==> config.mk <==
export PLATFORM = sky130hd
export DESIGN_NAME = call_return_stack
export DESIGN_NICKNAME = d
export VERILOG_FILES = /design/src/rtl/cpu_pkg.sv /design/src/rtl/lifo_ptr.sv /design/src/rtl/call_return_stack.sv
export SDC_FILE = /design/constraint.sdc
export NUM_CORES = 1
export LEC_CHECK = 0
export CORE_MARGIN = 3
export CORE_UTILIZATION = 58
export CTS_BUF_LIST = sky130_fd_sc_hd__clkbuf_16
export DETAILED_ROUTE_END_ITERATION = 8
export HOLD_SLACK_MARGIN = 0.15
export PLACE_DENSITY_LB_ADDON = 0.2
export SLEW_MARGIN = 40
export SYNTH_ARGS = -nofsm -noshare
export SYNTH_HDL_FRONTEND = slang
export SYNTH_SLANG_ARGS = --single-unit
==> constraint.sdc <==
create_clock -name clk -period 4.4 [get_ports clk]
set_clock_uncertainty 0.2 [all_clocks]
set_input_delay 0.88 -clock clk [delete_from_list [all_inputs] [get_ports clk]]
set_output_delay 0.88 -clock clk [all_outputs]
set_load 0.01 [all_outputs]
==> src/rtl/cpu_pkg.sv <==
//------------------------------------------------------------------------------
// cpu_pkg: shared constants and types for the 14-bit-instruction CPU core.
// Revision: 1.0
//------------------------------------------------------------------------------
`default_nettype none

package cpu_pkg;

    localparam int PC_W        = 11;
    localparam int STACK_DEPTH = 16;

    typedef logic [PC_W-1:0] pc_t;

    // Decoded {push,pop} request
    typedef enum logic [1:0] {
        STK_IDLE = 2'd0,
        STK_PUSH = 2'd1,
        STK_POP  = 2'd2,
        STK_REPL = 2'd3
    } stk_op_e;

endpackage

`default_nettype wire

==> src/rtl/lifo_ptr.sv <==
//------------------------------------------------------------------------------
// lifo_ptr: write pointer, occupancy counter and sticky flags of the return stack.
// Revision: 1.0
//------------------------------------------------------------------------------
`default_nettype none

module lifo_ptr
    import cpu_pkg::*;
#(
    parameter int DEPTH = STACK_DEPTH
) (
    input  logic                       clk,
    input  logic                       rst,
    input  logic                       push,
    input  logic                       pop,
    input  logic                       clr_flags,
    output logic                       wr_en,
    output logic [$clog2(DEPTH)-1:0]   wr_idx,
    output logic [$clog2(DEPTH)-1:0]   rd_idx,
    output logic [$clog2(DEPTH):0]     depth,
    output logic                       empty,
    output logic                       full,
    output logic                       stk_ovf,
    output logic                       stk_unf
);

    localparam int PW = $clog2(DEPTH);
    localparam int CW = PW + 1;

    logic [PW-1:0] wp_q, wp_d;
    logic [CW-1:0] cnt_q, cnt_d;
    logic          ovf_q, ovf_d;
    logic          unf_q, unf_d;
    stk_op_e       op;

    assign empty  = (cnt_q == '0);
    assign full   = (cnt_q == CW'(DEPTH));
    assign rd_idx = wp_q - PW'(1);

    always_comb begin
        unique case ({push, pop})
            2'b10:   op = STK_PUSH;
            2'b01:   op = STK_POP;
            2'b11:   op = STK_REPL;
            default: op = STK_IDLE;
        endcase
    end

    always_comb begin
        wp_d   = wp_q;
        cnt_d  = cnt_q;
        ovf_d  = clr_flags ? 1'b0 : ovf_q;
        unf_d  = clr_flags ? 1'b0 : unf_q;
        wr_en  = 1'b0;
        wr_idx = wp_q;
        unique case (op)
            STK_PUSH: begin
                // When full, wp already points at the oldest entry, so it is overwritten
                wr_en = 1'b1;
                wp_d  = wp_q + PW'(1);
                if (full) ovf_d = 1'b1;
                else      cnt_d = cnt_q + CW'(1);
            end
            STK_POP: begin
                if (empty) begin
                    unf_d = 1'b1;
                end else begin
                    wp_d  = wp_q - PW'(1);
                    cnt_d = cnt_q - CW'(1);
                end
            end
            STK_REPL: begin
                wr_en = 1'b1;
                if (empty) begin
                    wp_d  = wp_q + PW'(1);
                    cnt_d = CW'(1);
                    unf_d = 1'b1;
                end else begin
                    wr_idx = rd_idx;
                end
            end
            default: ;
        endcase
    end

    always_ff @(posedge clk or negedge rst) begin
        if (!rst) begin
            wp_q  <= '0;
            cnt_q <= '0;
            ovf_q <= 1'b0;
            unf_q <= 1'b0;
        end else begin
            wp_q  <= wp_d;
            cnt_q <= cnt_d;
            ovf_q <= ovf_d;
            unf_q <= unf_d;
        end
    end

    assign depth   = cnt_q;
    assign stk_ovf = ovf_q;
    assign stk_unf = unf_q;

endmodule

`default_nettype wire

==> src/rtl/call_return_stack.sv <==
//------------------------------------------------------------------------------
// call_return_stack: circular return-address LIFO feeding the PC-next mux.
// Revision: 1.0
//------------------------------------------------------------------------------
`default_nettype none

module call_return_stack
    import cpu_pkg::*;
#(
    parameter int DEPTH = STACK_DEPTH,
    parameter int AW    = PC_W
) (
    input  logic                   clk,
    input  logic                   rst,
    input  logic                   push,
    input  logic                   pop,
    input  logic [AW-1:0]          stack_in,
    output logic [AW-1:0]          stack_out,
    output logic [$clog2(DEPTH):0] depth,
    output logic                   empty,
    output logic                   full,
    output logic                   stk_ovf,
    output logic                   stk_unf,
    input  logic                   clr_flags
);

    localparam int PW = $clog2(DEPTH);

    logic [AW-1:0] mem_q [DEPTH];
    logic          wr_en;
    logic [PW-1:0] wr_idx;
    logic [PW-1:0] rd_idx;

    lifo_ptr #(
        .DEPTH (DEPTH)
    ) u_ptr (
        .clk       (clk),
        .rst       (rst),
        .push      (push),
        .pop       (pop),
        .clr_flags (clr_flags),
        .wr_en     (wr_en),
        .wr_idx    (wr_idx),
        .rd_idx    (rd_idx),
        .depth     (depth),
        .empty     (empty),
        .full      (full),
        .stk_ovf   (stk_ovf),
        .stk_unf   (stk_unf)
    );

    // Entry array is deliberately unreset; the empty gate below hides stale data
    always_ff @(posedge clk) begin
        if (wr_en) mem_q[wr_idx] <= stack_in;
    end

    assign stack_out = empty ? '0 : mem_q[rd_idx];

endmodule

`default_nettype wire

==> results of run 1 <==
-- Yosys cell counts (2+ instances only) --
master and count:
edfxtp_1 176, mux4_2 44, mux2i_1 24, nor2_1 19
o22ai_1 13, dfrtp_1 11, inv_1 11, buf_2 9
nand2_1 8, clkbuf_1 6, nor3_1 6, a21oi_2 5
ha_1 5, xnor2_1 5, buf_4 4, nor3_2 4
o21ai_1 4, a22o_1 3, nor2b_1 3, o21ai_0 3
and4_1 2, nand3_1 2, o31ai_1 2, xor2_1 2
-- cells by family (layout without fill, tap and decap cells) --
family / Yosys count / after routing / share of synthesized area (%)
flip-flops: 187 / 187 / 71.7
AO/OA/AOI/OAI: 43 / 43 / 4.37
buffers and inverters: 31 / 102 / 1.93
AND/OR/NAND/NOR: 53 / 53 / 3.97
XOR/XNOR: 8 / 8 / 1.14
adder cells (fa/ha/maj): 6 / 6 / 1.06
multiplexers: 68 / 68 / 15.9
-- critical path, cell delays in order (launching register included) --
cell	delay (ns)
dfrtp_1	0.53
inv_1	0.17
ha_4	0.48
buf_12	0.20
mux4_2	0.31
mux2i_1	0.25
o22ai_1	0.14
clkdlybuf4s50_1	0.53
-- final cells by class --
| type | count | area (µm²) |
|---|---|---|
| Multi-Input combinational cell | 178 | 2060 |
| Sequential cell | 187 | 5560 |
| Fill cell | 840 | 3840 |
| Clock buffer | 17 | 425 |
| Inverter | 11 | 41.3 |
| Tap cell | 172 | 215 |
| Timing Repair Buffer | 62 | 586 |
| Clock inverter | 12 | 87.6 |
-- path summary, 6_finish.rpt --
kind / end / slack [ns] / cells past startpoint
max: stack_out[1] / 0.27 / 7
min: u_ptr.stk_ovf$_DFF_PN0_ / 0.32 / 1
max reg2reg: mem_q[6][10]$_DFFE_PP_ / 1.32 / 6
min reg2reg: u_ptr.stk_ovf$_DFF_PN0_ / 0.32 / 1
max in group asynchronous: u_ptr.wp_q[0]$_DFFE_PN0P_ / 3.02 / 1
min in group asynchronous: u_ptr.stk_unf$_DFF_PN0_ / 0.59 / 1
-- metal layers --
| layer | routed length, µm | GRT usage, % |
|---|---|---|
| met5 | 0 | 0 |
| met4 | 276 | 8.68 |
| met3 | 982 | 4.92 |
| met2 | 7930 | 37.2 |
| met1 | 6150 | 30.0 |
-- cells in the final DEF (no fill, tap or decap), types with 10 or more instances in the layout --
master	Yosys	routed
buf_4	4	24
nor2_1	19	19
o22ai_1	13	13
mux4_2	44	44
edfxtp_1	176	176
clkbuf_16	0	17
clkdlybuf4s50_1	0	35
mux2i_1	24	24
dfrtp_1	11	10
inv_1	11	14
-- power groups by stage --
stage / combinational (mW) / clock [mW] / sequential, mW
finish: 2.89 / 1.35 / 2.29
global route: 3.09 / 1.46 / 2.31
detailed placement: 2.88 / 0 / 2.32
global placement: 2.82 / 0 / 2.31
CTS: 2.91 / 1.38 / 2.29
floorplan: 1.86 / 0 / 2.28
-- state kept, by name (all words and copies together) (netlist names) --
signal	flops
u_ptr.depth	5
u_ptr.wp_q	4
mem_q	176
u_ptr.stk_unf	1
u_ptr.stk_ovf	1
==> impl_metrics.env, run 1 <==
export IMPL_switching_share_pct=33.2
export IMPL_end_kind="output port"
export IMPL_post_route_util_pct=70.0
export IMPL_setup_violations_final=0
export IMPL_row_count=41
export IMPL_worstSetupStartpoint="u_ptr.wp_q[1]$_DFFE_PN0P_"
export IMPL_hold_ws_ns=0.325
export IMPL_grt_use_total_pct=22.6
export IMPL_totalNegativeSetupSlack_ns=0
export IMPL_drtIter0Drc=425
export IMPL_grt_overflow=0
export IMPL_synth_edff_count=176
export IMPL_vias=3923
export IMPL_setup_ws_ns=0.272
export IMPL_power_mw=6.54
export IMPL_syn_inst=396
export IMPL_final_layout_size_suffix_gt1_share_pct=24.8
export IMPL_synthTopCellsByArea="edfxtp_1, mux4_2, dfrtp_1"
export IMPL_synth_main_ff_cell="edfxtp_1"
export IMPL_io_pin_count=36
export IMPL_ys_seq_area_share_pct=71.7
export IMPL_antenna_found_initial=0
export IMPL_dp_hpwl_um=9840
export IMPL_cts_root_buf="clkbuf_16"
export IMPL_drt_first_pass_iters=4
export IMPL_cts_tree="built"
export IMPL_synth_top_cell_by_area="edfxtp_1"
export IMPL_synth_nets=418
export IMPL_die_w_um=122
export IMPL_worst_pin_slew_ns=0.752
export IMPL_max_vdd_ir_drop_v=0.000607
export IMPL_seqPwrFrac_pct=35.0
export IMPL_start_util_pct=60.5
export IMPL_final_area_um2=8980
export IMPL_cts_sinks=187
export IMPL_ys_async_sr_fraction_pct=5.88
export IMPL_synth_distinct_cells=49
export IMPL_core_area_um2=12800
export IMPL_cts_inserted_buffers=17
export IMPL_dpl_cell_area_um2=8460
export IMPL_path_class="register to output port"
export IMPL_power_frac_comb_pct=44.3
export IMPL_yosysWarnings=0
export IMPL_drc=0
export IMPL_synth_top_area_share_pct=68.1
export IMPL_detail_route_antenna_nets=0
export IMPL_cp_start_kind="register"
export IMPL_dieHeight_um=122
export IMPL_path_clk_slew_ns=0.06
export IMPL_maxCapViolations=0
export IMPL_diodes=0
export IMPL_grt_pass1_vias=4061
export IMPL_syn2layout_area_growth_pct=15.7
export IMPL_die_area_um2=14800
export IMPL_hold_violations=0
export IMPL_avgRoutedWirePerCell_um=24.0
export IMPL_grt_pass1_wl_um=23900
export IMPL_p_sw_mw=2.17
export IMPL_r2r_start="u_ptr.depth[1]$_DFFE_PN0P_"
export IMPL_yosys_register_bits=187
export IMPL_post_place_ws_ns=0.535
export IMPL_syn_mean_instance_area_um2=19.6
export IMPL_fin_cells=639
export IMPL_io_buffers=35
export IMPL_syn_cell_area_um2=7760
export IMPL_vias_per_cell=6.14
export IMPL_fin_crit_ns=4.13
export IMPL_powerDensity_nw_per_um2=728
export IMPL_drt_wl_total_um=15300
export IMPL_pwr_share_clk_pct=20.7
export IMPL_clk_path_buf_depth=2
export IMPL_finalMaxSlewViolations=0
export IMPL_h_tree_depth=4
export IMPL_clock_latency_ns=0.43
export IMPL_p_int_mw=4.36
export IMPL_cts_setup_buffers=0
export IMPL_grt_max_degree=32
export IMPL_cp_arrival_ns=3.05
export IMPL_rsz0062_at_grt="no"
export IMPL_gp_congestion=0.824
export IMPL_finalCritPeriodShare_pct=93.8
export IMPL_ctsHoldBuffers=0
export IMPL_leakage_nw=3.03
export IMPL_hold_path_class="register to register"
export IMPL_path_max_fanout=19
export IMPL_max_freq_mhz=242
export IMPL_critical_path_required_ns=3.32
export IMPL_status="completed"
export IMPL_relSlewSlack_pct=49.7
export IMPL_cts_resized=0
export IMPL_worstHoldStart="u_ptr.stk_ovf$_DFF_PN0_"
export IMPL_nets=479
export IMPL_dp_cells=610
No activity file was read; power rests on OpenSTA's default activity.
==> inputs of run 2 (changes only) <==
CTS_CLUSTER_SIZE = 10   (was default)
==> results of run 2 <==
Final layout, timing and power as in run 1 (identical DEF).
